### src/rtl/e_cpu_io_cfu_pkg.sv
// Shared types and constants for the east CPU-IO custom-function sequencer.
package e_cpu_io_cfu_pkg;

  typedef enum logic [2:0] {
    ST_IDLE,
    ST_FUNC,
    ST_SEND,
    ST_WAIT,
    ST_RECV,
    ST_RESP
  } cfu_state_e;

  localparam int NUM_SEND_BEATS = 8;
  localparam int NUM_RECV_BEATS = 4;
  localparam int LANE_W         = 4;

  // Counter width able to hold TIMEOUT_CYCLES-1; never narrower than one bit.
  function automatic int tmo_cnt_w(input int cycles);
    return (cycles <= 2) ? 1 : $clog2(cycles);
  endfunction

endpackage

### src/rtl/e_cpu_io_cfu_timeout.sv
// Loadable down-counter: load restarts the window, dec counts it down, expired_o
// flags the terminal count. Shared by the IO-tile controllers.
module e_cpu_io_cfu_timeout #(
  parameter int unsigned LOAD_VAL = 255,
  parameter int unsigned CNT_W    = 8
) (
  input  logic clk_i,
  input  logic rst_i,
  input  logic load_i,
  input  logic dec_i,
  output logic expired_o
);

  logic [CNT_W-1:0] cnt_q;

  // NOTE: sequential state is always assigned with <= so every flop samples
  // pre-edge values regardless of statement order.
  always_ff @(posedge clk_i) begin
    if (rst_i) begin
      cnt_q <= '0;
    end else if (load_i) begin
      cnt_q <= CNT_W'(LOAD_VAL);
    end else if (dec_i && (cnt_q != '0)) begin
      cnt_q <= cnt_q - 1'b1;
    end
  end

  assign expired_o = (cnt_q == '0);

endmodule

### src/rtl/e_cpu_io_cfu_sequencer.sv
// Runs one CFU transaction: serialises the operand pair onto the nibble lanes,
// gathers four result bytes from the tile and returns them, with a timeout guard.
module e_cpu_io_cfu_sequencer
  import e_cpu_io_cfu_pkg::*;
#(
  parameter int unsigned TIMEOUT_CYCLES = 256,
  parameter int unsigned FUNC_W         = 4
) (
  input  logic                wb_clk_i,
  input  logic                wb_rst_i,
  input  logic                req_valid_i,
  output logic                req_ready_o,
  input  logic [31:0]         req_opa_i,
  input  logic [31:0]         req_opb_i,
  input  logic [FUNC_W-1:0]   req_func_i,
  output logic                rsp_valid_o,
  input  logic                rsp_ready_i,
  output logic [31:0]         rsp_data_o,
  output logic                rsp_err_o,
  output logic                fab_start_o,
  output logic [LANE_W-1:0]   opa_o,
  output logic [LANE_W-1:0]   opb_o,
  input  logic [LANE_W-1:0]   res0_i,
  input  logic [LANE_W-1:0]   res1_i,
  input  logic [LANE_W-1:0]   res2_i,
  output logic                busy_o
);

  localparam int TMO_W      = tmo_cnt_w(TIMEOUT_CYCLES);
  localparam int FUNC_PAD_W = 2 * LANE_W;

  cfu_state_e  state_q, state_d;
  logic [2:0]  beat_q, beat_d, beat_nxt;
  logic        req_ready_q, busy_q, fab_start_q, rsp_valid_q, rsp_err_q;
  logic        fab_start_d, rsp_valid_d, rsp_err_d;
  logic [31:0] rsp_data_q, rsp_data_d;
  logic [LANE_W-1:0] opa_q, opb_q, opa_d, opb_d;
  logic [31:0] opa_lat_q, opb_lat_q;
  logic [23:0] result_q;
  logic        accept, capture, tmo_load, tmo_dec, tmo_expired;
  logic [FUNC_PAD_W-1:0] func_pad;
  logic        res2_unused;

  assign accept      = (state_q == ST_IDLE) && req_valid_i && req_ready_q;
  assign beat_nxt    = beat_q + 3'd1;
  assign func_pad    = FUNC_PAD_W'(req_func_i);
  assign res2_unused = ^res2_i[LANE_W-1:1];

  e_cpu_io_cfu_timeout #(
    .LOAD_VAL (TIMEOUT_CYCLES - 1),
    .CNT_W    (TMO_W)
  ) u_timeout (
    .clk_i     (wb_clk_i),
    .rst_i     (wb_rst_i),
    .load_i    (tmo_load),
    .dec_i     (tmo_dec),
    .expired_o (tmo_expired)
  );

  // NOTE: every signal written here gets a default first, so no path can
  // leave one unassigned and infer a latch.
  always_comb begin
    state_d     = state_q;
    beat_d      = beat_q;
    opa_d       = '0;
    opb_d       = '0;
    fab_start_d = 1'b0;
    rsp_valid_d = rsp_valid_q;
    rsp_data_d  = rsp_data_q;
    rsp_err_d   = rsp_err_q;
    capture     = 1'b0;
    tmo_load    = 1'b0;
    tmo_dec     = 1'b0;

    // Lane outputs are computed one cycle early so they leave the block registered.
    unique case (state_q)
      ST_IDLE: begin
        if (accept) begin
          state_d     = ST_FUNC;
          fab_start_d = 1'b1;
          opa_d       = func_pad[LANE_W-1:0];
          opb_d       = func_pad[FUNC_PAD_W-1:LANE_W];
        end
      end
      ST_FUNC: begin
        state_d = ST_SEND;
        beat_d  = '0;
        opa_d   = opa_lat_q[LANE_W-1:0];
        opb_d   = opb_lat_q[LANE_W-1:0];
      end
      ST_SEND: begin
        if (beat_q == 3'(NUM_SEND_BEATS - 1)) begin
          state_d  = ST_WAIT;
          beat_d   = '0;
          tmo_load = 1'b1;
        end else begin
          beat_d = beat_nxt;
          opa_d  = opa_lat_q[{beat_nxt, 2'b00} +: LANE_W];
          opb_d  = opb_lat_q[{beat_nxt, 2'b00} +: LANE_W];
        end
      end
      ST_WAIT, ST_RECV: begin
        // A beat arriving on the expiry cycle takes priority over the timeout.
        if (res2_i[0]) begin
          capture  = 1'b1;
          tmo_load = 1'b1;
          beat_d   = beat_nxt;
          state_d  = ST_RECV;
          if (beat_q == 3'(NUM_RECV_BEATS - 1)) begin
            state_d     = ST_RESP;
            rsp_valid_d = 1'b1;
            rsp_data_d  = {res1_i, res0_i, result_q};
            rsp_err_d   = 1'b0;
          end
        end else if (tmo_expired) begin
          state_d     = ST_RESP;
          rsp_valid_d = 1'b1;
          rsp_data_d  = '0;
          rsp_err_d   = 1'b1;
        end else begin
          tmo_dec = 1'b1;
        end
      end
      ST_RESP: begin
        if (rsp_ready_i) begin
          state_d     = ST_IDLE;
          rsp_valid_d = 1'b0;
          rsp_data_d  = '0;
          rsp_err_d   = 1'b0;
        end
      end
      default: state_d = ST_IDLE;
    endcase
  end

  always_ff @(posedge wb_clk_i) begin
    if (wb_rst_i) begin
      state_q     <= ST_IDLE;
      beat_q      <= '0;
      req_ready_q <= 1'b1;
      busy_q      <= 1'b0;
      fab_start_q <= 1'b0;
      opa_q       <= '0;
      opb_q       <= '0;
      rsp_valid_q <= 1'b0;
      rsp_data_q  <= '0;
      rsp_err_q   <= 1'b0;
    end else begin
      state_q     <= state_d;
      beat_q      <= beat_d;
      req_ready_q <= (state_d == ST_IDLE);
      busy_q      <= (state_d != ST_IDLE);
      fab_start_q <= fab_start_d;
      opa_q       <= opa_d;
      opb_q       <= opb_d;
      rsp_valid_q <= rsp_valid_d;
      rsp_data_q  <= rsp_data_d;
      rsp_err_q   <= rsp_err_d;
    end
  end

  // NOTE: pure datapath holding registers carry no reset; each is written
  // before it is read within a transaction.
  always_ff @(posedge wb_clk_i) begin
    if (accept) begin
      opa_lat_q <= req_opa_i;
      opb_lat_q <= req_opb_i;
    end
    if (capture) begin
      unique case (beat_q[1:0])
        2'd0:    result_q[7:0]   <= {res1_i, res0_i};
        2'd1:    result_q[15:8]  <= {res1_i, res0_i};
        2'd2:    result_q[23:16] <= {res1_i, res0_i};
        default: ;
      endcase
    end
  end

  assign req_ready_o = req_ready_q;
  assign busy_o      = busy_q;
  assign fab_start_o = fab_start_q;
  assign opa_o       = opa_q;
  assign opb_o       = opb_q;
  assign rsp_valid_o = rsp_valid_q;
  assign rsp_data_o  = rsp_data_q;
  assign rsp_err_o   = rsp_err_q;

endmodule
### config.mk
export PLATFORM = sky130hd
export DESIGN_NAME = e_cpu_io_cfu_sequencer
export DESIGN_NICKNAME = d
export VERILOG_FILES = /design/src/rtl/e_cpu_io_cfu_pkg.sv /design/src/rtl/e_cpu_io_cfu_timeout.sv /design/src/rtl/e_cpu_io_cfu_sequencer.sv
export SDC_FILE = /design/constraint.sdc
export NUM_CORES = 1
export LEC_CHECK = 0
export ABC_AREA = 1
export BUFFER_PORTS_ARGS = -buffer_cell sky130_fd_sc_hd__buf_4
export CORE_ASPECT_RATIO = 0.7
export CORE_MARGIN = 1.5
export CORE_UTILIZATION = 35
export DETAILED_ROUTE_END_ITERATION = 8
export PLACE_DENSITY = 0.65
export SLEW_MARGIN = 20
export SYNTH_ARGS = -nofsm -noshare
export SYNTH_HDL_FRONTEND = slang
export SYNTH_HIERARCHICAL = 1
export SYNTH_SLANG_ARGS = --single-unit
export TNS_END_PERCENT = 30
### constraint.sdc
create_clock -name wb_clk_i -period 2.99 [get_ports wb_clk_i]
set_input_delay 0.299 -clock wb_clk_i [delete_from_list [all_inputs] [get_ports wb_clk_i]]
set_output_delay 0.299 -clock wb_clk_i [all_outputs]
set_load 0.02 [all_outputs]
Word-level counts from Yosys, hierarchy flattened

Cells that the tools add are included.

Add/subtract/negate cells: 2
Eq/ne operators: 13
Shifts and indexed selects: 2
Multiplexer cells: 38
Bitwise gates (word level): 1
Reduce and logical (&&, ||, !) cells: 19

Operators with widths:

| cell                | number |
|---|---|
| $mux 32             | 4 |
| $pmux 32 s2         | 1 |
| $shiftx 32x6->4     | 2 |
| $mux 3              | 7 |
| $mux 8              | 2 |
| $pmux 3 s5          | 1 |
| $mux 1              | 14 |
| $mux 4              | 3 |
| $pmux 4 s3          | 1 |
| $eq 3x2->1 const B  | 3 |
| $eq 3x3->1 const B  | 3 |
| $pmux 3 s3          | 1 |
| $logic_not 8->1     | 1 |
| $pmux 4 s2          | 1 |
| $reduce_and 2->1    | 4 |
| $reduce_bool 8->1   | 1 |
| $sub 8x1->8 const B | 1 |
| $logic_not 3->1     | 2 |
| $ne 3x3->1 const B  | 2 |
| $pmux 1 s2          | 3 |
| $reduce_bool 3->1   | 2 |
| $ne 2x2->1 const B  | 2 |
| $reduce_and 4->1    | 1 |
| $reduce_bool 2->1   | 2 |
| other kinds (8)     | 11 |

Bits in registers: 147
Bits of input ports: 84
Output and inout port bits: 45

Depth between registers and ports, before layout

Gate-level depths: netlist (run 1).

Depth in word-level cells: 7
Depth in mapped cells: 12
Gate-level depth less buffers: 12

Hierarchy

The synthesis (run 1) kept the hierarchy.

Modules (own cells, without submodules):

| module                 | instances | cells each | area each (um^2) |
|---|---|---|---|
| e_cpu_io_cfu_sequencer | 1         | 569        | 5581.6 |
| e_cpu_io_cfu_timeout   | 1         | 82         | 553.0 |

Worst setup path after synthesis (run 1)

OpenSTA, ideal clock, no wires.

Path type: reg-to-reg
Start: reg state_q[1]
End: reg opa_lat_q[0] (enable)
Setup time: 0.421 ns
Arrival: 2.038 ns
Data required time: 2.569 ns
Slack: 0.532 ns
Stages on the path, launching flop included: 6
Buffers on the path: 0
Clock period less this slack: 2.458 ns
Cell sequence: dfxtp_1 inv_1 nand2_1 nor2_1 nand3_1 inv_1

Word-level cells in the longest chain between the ends: 3

RTL lines:

| item                            | line                          | source |
|---|---|---|
| start: declaration              | e_cpu_io_cfu_sequencer.sv:32  | `cfu_state_e state_q, state_d;` |
| start signal: assignment        | e_cpu_io_cfu_sequencer.sv:149 | `state_q <= state_d;` |
| $logic_not 3->1                 | e_cpu_io_cfu_sequencer.sv:44  | `assign accept = (state_q == ST_IDLE) && req_valid_i && req_ready_q;` |
| $logic_and 1x1->1 (2 in series) | e_cpu_io_cfu_sequencer.sv:44  |  |
| via accept                      | e_cpu_io_cfu_sequencer.sv:40  | `logic accept, capture, tmo_load, tmo_dec, tmo_expired;` |
| end signal: assignment          | e_cpu_io_cfu_sequencer.sv:166 | `opa_lat_q <= req_opa_i;` |
| end: declaration                | e_cpu_io_cfu_sequencer.sv:38  | `logic [31:0] opa_lat_q, opb_lat_q;` |

The timed path passes the listed nets, and every way through them passes these cells.
A chain may end at the register's enable or synchronous reset.

Worst setup path in the final report (run 1)

Start: reg beat_q[0]
End: reg opa_q[0], in the netlist opa_o[0]

Word-level cells in the longest chain between the ends: 4

RTL lines:

| item                     | line                          | source |
|---|---|---|
| start: declaration       | e_cpu_io_cfu_sequencer.sv:33  | `logic [2:0] beat_q, beat_d, beat_nxt;` |
| start signal: assignment | e_cpu_io_cfu_sequencer.sv:150 | `beat_q <= beat_d;` |
| $add 3x1->3              | e_cpu_io_cfu_sequencer.sv:45  | `assign beat_nxt = beat_q + 3'd1;` |
| $shiftx 32x6->4          | e_cpu_io_cfu_sequencer.sv:98  | `opa_d = opa_lat_q[{beat_nxt, 2'b00} +: LANE_W];` |
| $mux 4 (*)               | e_cpu_io_cfu_sequencer.sv:92  | `if (beat_q == 3'(NUM_SEND_BEATS - 1)) begin` |
| $pmux 4 s3 (*)           | e_cpu_io_cfu_sequencer.sv:76  | `unique case (state_q)` |
| end signal: assignment   | e_cpu_io_cfu_sequencer.sv:154 | `opa_q <= opa_d;` |
| end: declaration         | e_cpu_io_cfu_sequencer.sv:37  | `logic [LANE_W-1:0] opa_q, opb_q, opa_d, opb_d;` |

Every way passes the cells marked *; elsewhere a longest branch is shown, timed or not.

==> results of run 1 <==
per-stage QoR:
stage / hold WS [ns] / setup slack, ns / utilization / total power [mW] / cell area, um^2
after detailed placement: 0.456 / 0.760 / 0.423 / 3.30 / 7270
after CTS: 0.0341 / 0.744 / 0.459 / 5.53 / 7880
after global routing: 0.0267 / 0.583 / 0.459 / 5.74 / 7880
after floorplan: 0.398 / 0.532 / - / 2.97 / 6130
final: 0.0488 / 0.738 / 0.459 / 5.48 / 7880
after global placement: 0.450 / 0.821 / 0.423 / 3.30 / 7270
kinds of logic after synthesis:
group / synth area share
buffers and inverters: 0.0665
and+or+nand+nor: 0.217
AOI/OAI and AO/OA: 0.0773
DFF: 0.623
adders and majority gates: 0.0163
per-layer routing:
layer	routed length [um]	GRT usage	share of wire	up-vias
met3	777	0.0407	0.054	15
li1	-	-	-	2371
met2	6110	0.230	0.42	133
met4	152	0.0599	0.010	0
met1	7450	0.243	0.51	2053
met5	0	0	0	-
area by class of cell:
type | count | share of cell area
clock buffers | 18 | 0.0571
clock inverters | 14 | 0.0206
inverters | 68 | 0.0324
multi-input cells | 409 | 0.241
flip-flops and latches | 147 | 0.485
well taps | 231 | 0.0367
repair buffers | 133 | 0.127
sequential cells by signal, indices dropped and copies added (netlist names):
signal and count:
rsp_data_o 32, req_ready_o 1, u_timeout/cnt_q 8, opa_lat_q 32, fab_start_o 1, opb_lat_q 32
state_q 3, rsp_valid_o 1, rsp_err_o 1, opa_o 4, result_q 24, busy_o 1
opb_o 4, beat_q 3
worst register-to-register path, stage by stage (launching register included):
cell and delay (ns):
dfxtp_1 0.32, buf_4 0.21, ha_1 0.25, ha_1 0.53
clkinv_1 0.41, nand3_1 0.23, nand3_1 0.09, a21oi_1 0.15
synth_stat cells (2+ instances only):
cell type	instances
inv_2	2
buf_2	5
edfxtp_1	88
nand2_2	2
nand4_1	2
nor2_4	4
nor2_1	81
dfxtp_1	59
a21oi_1	58
nand3_2	3
nand3_1	36
buf_1	3
inv_1	65
nor3_2	2
ha_1	8
a21oi_2	2
o21ai_0	30
clkbuf_1	13
buf_6	6
nand2_1	168
nor2_2	3
worst paths after layout:
check                                    start             end  slack, ns  cells past startpoint
worst max-delay path                 beat_q[0]        opa_o[0]       0.74                      7
worst min-delay path             req_opb_i[19]   opb_lat_q[19]       0.05                      1
worst max register to register       beat_q[0]        opa_o[0]       0.74                      7
worst min register to register  rsp_data_o[16]  rsp_data_o[16]       0.47                      2
where the power goes:
group          total [mW]  leakage [nW]  internal [mW]  switching, mW
Sequential           2.38          1.30           2.32         0.0540
Clock                2.22         0.303           1.31          0.913
Combinational       0.884          1.76          0.310          0.575
Total                5.48          3.36           3.94           1.54
==> results.json, run 1 <==
{
  "syn_area_um2": 6130,
  "ioPinCount": 129,
  "hpwl_um": 9780,
  "path_clk_slew_ns": 0.06,
  "ys_seq_area_frac": 0.623,
  "synth_cell_type_count": 32,
  "grt_pass1_wl_um": 23000,
  "cts_tree": "yes",
  "arrival_ns": 2.59,
  "critPathSlowestCell": "ha_1",
  "skew_ns": 0.0120,
  "syn_nets": 743,
  "postCtsSetupRepairBufs": 0,
  "layout_commonest_cell": "nand2_1",
  "grt_pass1_vias": 4209,
  "fp.dieH_um": 114,
  "cts-resized-gates": 0,
  "final_cells": 1020,
  "place.gp.congestion": 0.810,
  "critPathKind": "reg -> reg",
  "timing_hold_violations_final": 0,
  "ys_ff_latch": 147,
  "holdCritPathClass": "in -> reg",
  "cts_sinks": 147,
  "wl_um": 14500,
  "synth.largest_area_cell": "edfxtp_1",
  "h-tree-depth": 4,
  "grt_antenna_before_repair": 0,
  "path_cells": "buf_4 > ha_1 > ha_1 > clkinv_1 > nand3_1 > nand3_1 > a21oi_1",
  "post_drt_wl_per_cell_um": 14.2,
  "areaGrowthSynthToFinish_pct": 28.5,
  "synth.avg_cell_area_um2": 9.42,
  "slowest_delay_ns": 0.53,
  "netlist_top_cells_area": "edfxtp_1 43%, dfxtp_1 19%, nand2_1 10%",
  "seq_area_um2": 3820,
  "start_util": 0.357,
  "cp_max_fo": 20,
  "crit_buf_inv": 2,
  "status": "complete, no violations",
  "core_area_um2": 17200,
  "max_freq_mhz": 444,
  "yosysWarnings": 6,
  "p_leak_nw": 3.36,
  "timing.max_cap.violations": 0,
  "post-route-drc-count": 0,
  "power_density_nw_per_um2": 695,
  "fill_cells": 1630,
  "fin_crit_sh": 0.753,
  "place_inst": 988,
  "clock_path_buffers": 2,
  "port_buffers": 125,
  "min_period_ns": 2.25,
  "vias": 4572,
  "cts_root_buf": "clkbuf_16",
  "worst_slew_pin_slew_ns": 0.786,
  "via_per_inst": 4.48,
  "die-width_um": 161,
  "crit_required_ns": 3.33,
  "firstDrtPassIters": 5,
  "antenna_cells": 0,
  "yosys_most_used_dff": "edfxtp_1",
  "rsz0062_at_grt": "false",
  "finalSetupViolCount": 0,
  "synth-edff-count": 88,
  "vdd_drop_max_uv": 275,
  "tns_ns": 0,
  "slew_viol_final": 0,
  "start_kind": "flip-flop",
  "grt_max_degree": 56,
  "multiInputGateArea_um2": 1900,
  "nets": 868,
  "cp_top_family": "adder cells",
  "synthArstFlopShare": 0,
  "cts_made_buffers": 17,
  "drt-initial-drc-count": 312,
  "end_kind": "flip-flop",
  "ant_nets": 0,
  "drive_above_1_share": 0.237,
  "synth_top_area_share": 0.431,
  "postCtsHoldBufs": 0,
  "grt_usage": 0.164,
  "clkLatencyLatePin_ns": 0.42,
  "dieArea_um2": 18300,
  "grt.overflow.total": 0,
  "syn_inst": 651,
  "rows": 40,
  "layout_common_cells": "168 x nand2_1, 133 x buf_4, 88 x edfxtp_1",
  "relSlewSlack": 0.474
}
Power figures use the tool's default switching activity.
==> inputs of run 2 (changes only) <==
==> constraint.sdc (replaced) <==
create_clock -name wb_clk_i -period 2.3 [get_ports wb_clk_i]
set_input_delay 0.23 -clock wb_clk_i [delete_from_list [all_inputs] [get_ports wb_clk_i]]
set_output_delay 0.23 -clock wb_clk_i [all_outputs]
set_load 0.02 [all_outputs]
==> run 2 against run 1 <==
Net effect: non-clock buffer count increased by 74; count of clock-buffer cells in the layout increased by 1; hold slack lost 0.027 ns; flip-flop and latch count unchanged; clock skew down 0.0036 ns; register-to-register slack lost 0.44 ns; critical endpoint is now u_timeout/cnt_q[3]; highest routed layer unchanged.
==> results.json, run 2 (synthesis results as in run 1) <==
{
  "status": "complete, no violations",
  "grt_antenna_before_repair": 0,
  "final_cells": 1094,
  "layout_commonest_cell": "nand2_1",
  "timing_hold_violations_final": 0,
  "power_density_nw_per_um2": 819,
  "cp_max_fo": 12,
  "start_kind": "flip-flop",
  "relSlewSlack": 0.683,
  "path_cells": "buf_4 > ha_1 > ha_1 > nand2_1 > nand2_1 > inv_1 > nand2_1 > nand2_1 > a21oi_1",
  "p_leak_nw": 3.65,
  "hpwl_um": 10000,
  "critPathSlowestCell": "dfxtp_1",
  "crit_required_ns": 2.59,
  "skew_ns": 0.00841,
  "rsz0062_at_grt": "false",
  "ioPinCount": 129,
  "worst_slew_pin_slew_ns": 0.470,
  "cts_tree": "yes",
  "firstDrtPassIters": 4,
  "rows": 40,
  "whs_ns": 0.0215,
  "cts_sinks": 147,
  "post_drt_wl_per_cell_um": 14.2,
  "die-width_um": 161,
  "port_buffers": 125,
  "dieArea_um2": 18300,
  "areaGrowthSynthToFinish_pct": 39.9,
  "antenna_cells": 0,
  "drt-initial-drc-count": 400,
  "post-route-drc-count": 0,
  "finalSetupViolCount": 0,
  "clock_path_buffers": 2,
  "holdPathStages": 1,
  "reg2reg_from": "beat_q[0]",
  "arrival_ns": 2.30,
  "start_util": 0.357,
  "grt_pass1_vias": 4646,
  "fp.dieH_um": 114,
  "final_core_util": 0.500,
  "min_to": "result_q[14]",
  "grt_max_degree": 51,
  "timing.max_cap.violations": 0,
  "place.gp.congestion": 0.791,
  "crit_top_cell": "nand2_1",
  "cp_num_cells": 9,
  "vias": 4963,
  "core_area_um2": 17200,
  "critPathKind": "reg -> reg",
  "cts_made_buffers": 17,
  "crit_buf_inv": 2,
  "min_from": "res1_i[2]",
  "path_clk_slew_ns": 0.07,
  "grt_pass1_wl_um": 24600,
  "slew_viol_final": 0,
  "tns_ns": 0,
  "min_period_ns": 2.00,
  "grt_usage": 0.177,
  "cp_top_family": "simple AND/OR/NAND/NOR gates",
  "grt.overflow.total": 0,
  "nets": 942,
  "wl_um": 15600,
  "worst_r2r_path_depth": 9,
  "h-tree-depth": 4,
  "drive_above_1_share": 0.227,
  "fin_crit_sh": 0.871,
  "place_inst": 997,
  "r2r_end": "u_timeout/cnt_q[3]",
  "clkLatencyLatePin_ns": 0.42,
  "via_per_inst": 4.54,
  "ff2ff_setup_slack_ns": 0.30,
  "vdd_drop_max_uv": 438,
  "fill_cells": 1571,
  "layout_common_cells": "168 x nand2_1, 140 x buf_4, 88 x edfxtp_1",
  "cts_root_buf": "clkbuf_16",
  "holdCritPathClass": "in -> reg",
  "end_kind": "flip-flop",
  "slowest_delay_ns": 0.32,
  "ant_nets": 0,
  "max_freq_mhz": 499
}
==> run 2: cell count changes in the layout (fill, tap and decap cells not counted), sizes merged <==
cell,previous run,this run
buf,133,142
bufinv,2,0
clkbuf,18,19
clkinv,5,4
clkinvlp,0,3
dlygate4sd3,0,65
inv,75,74
==> run 2: worst max path at each step <==
stage                          start            endpoint  slack (ns)
after floorplan           state_q[0]            opa_o[3]        0.11
after global placement     beat_q[0]  u_timeout/cnt_q[7]        0.34
after detailed placement   beat_q[0]  u_timeout/cnt_q[3]        0.33
after CTS                  beat_q[0]  u_timeout/cnt_q[3]        0.31
after global routing       beat_q[0]  u_timeout/cnt_q[5]        0.18
final                      beat_q[0]  u_timeout/cnt_q[3]        0.30
==> run 2: worst register-to-register path, cell delays in order, from the launching register on <==
cell and delay, ns:
dfxtp_1 0.32, buf_4 0.19, ha_1 0.23, ha_1 0.24, nand2_1 0.13, nand2_1 0.08, inv_1 0.23, nand2_1 0.25
nand2_1 0.14, a21oi_1 0.07
==> run 2: timing repair <==
item	4_1_cts	5_1_grt
gates resized for setup	0	0
hold endpoints to repair	65	0
endpoints found under the setup margin	0	0
setup buffers	0	0
hold buffers	65	0
==> run 2: per-layer routing <==
| metal | track usage | up-vias | share of wire |
|---|---|---|---|
| li1 | - | 2523 | - |
| met1 | 0.249 | 2269 | 0.49 |
| met2 | 0.263 | 150 | 0.44 |
| met3 | 0.0484 | 21 | 0.059 |
| met4 | 0.0605 | 0 | 0.017 |
| met5 | 0 | - | 0 |
==> run 2: final cells by class <==
class                      count  area (um^2)  area share
multi-input combinational    409         1900       0.222
clock buffer                  19          454      0.0529
inverter                      68          259      0.0302
tap                          231          289      0.0337
timing repair buffer         207         1740       0.203
clock inverter                13          114      0.0133
sequential                   147         3820       0.445
==> run 2: per-stage QoR <==
| step | power (mW) | setup WS, ns | area (um^2) |
|---|---|---|---|
| floorplan | 3.87 | 0.114 | 6140 |
| global placement | 4.31 | 0.345 | 7370 |
| detailed placement | 4.32 | 0.329 | 7370 |
| CTS | 7.09 | 0.314 | 8580 |
| global route | 7.36 | 0.179 | 8580 |
| finish | 7.03 | 0.296 | 8580 |
==> run 2: power by group <==
group / internal, mW / total [mW] / switching [mW]
clock network: 1.48 / 2.67 / 1.19
logic: 0.498 / 1.27 / 0.773
registers: 3.02 / 3.09 / 0.0734
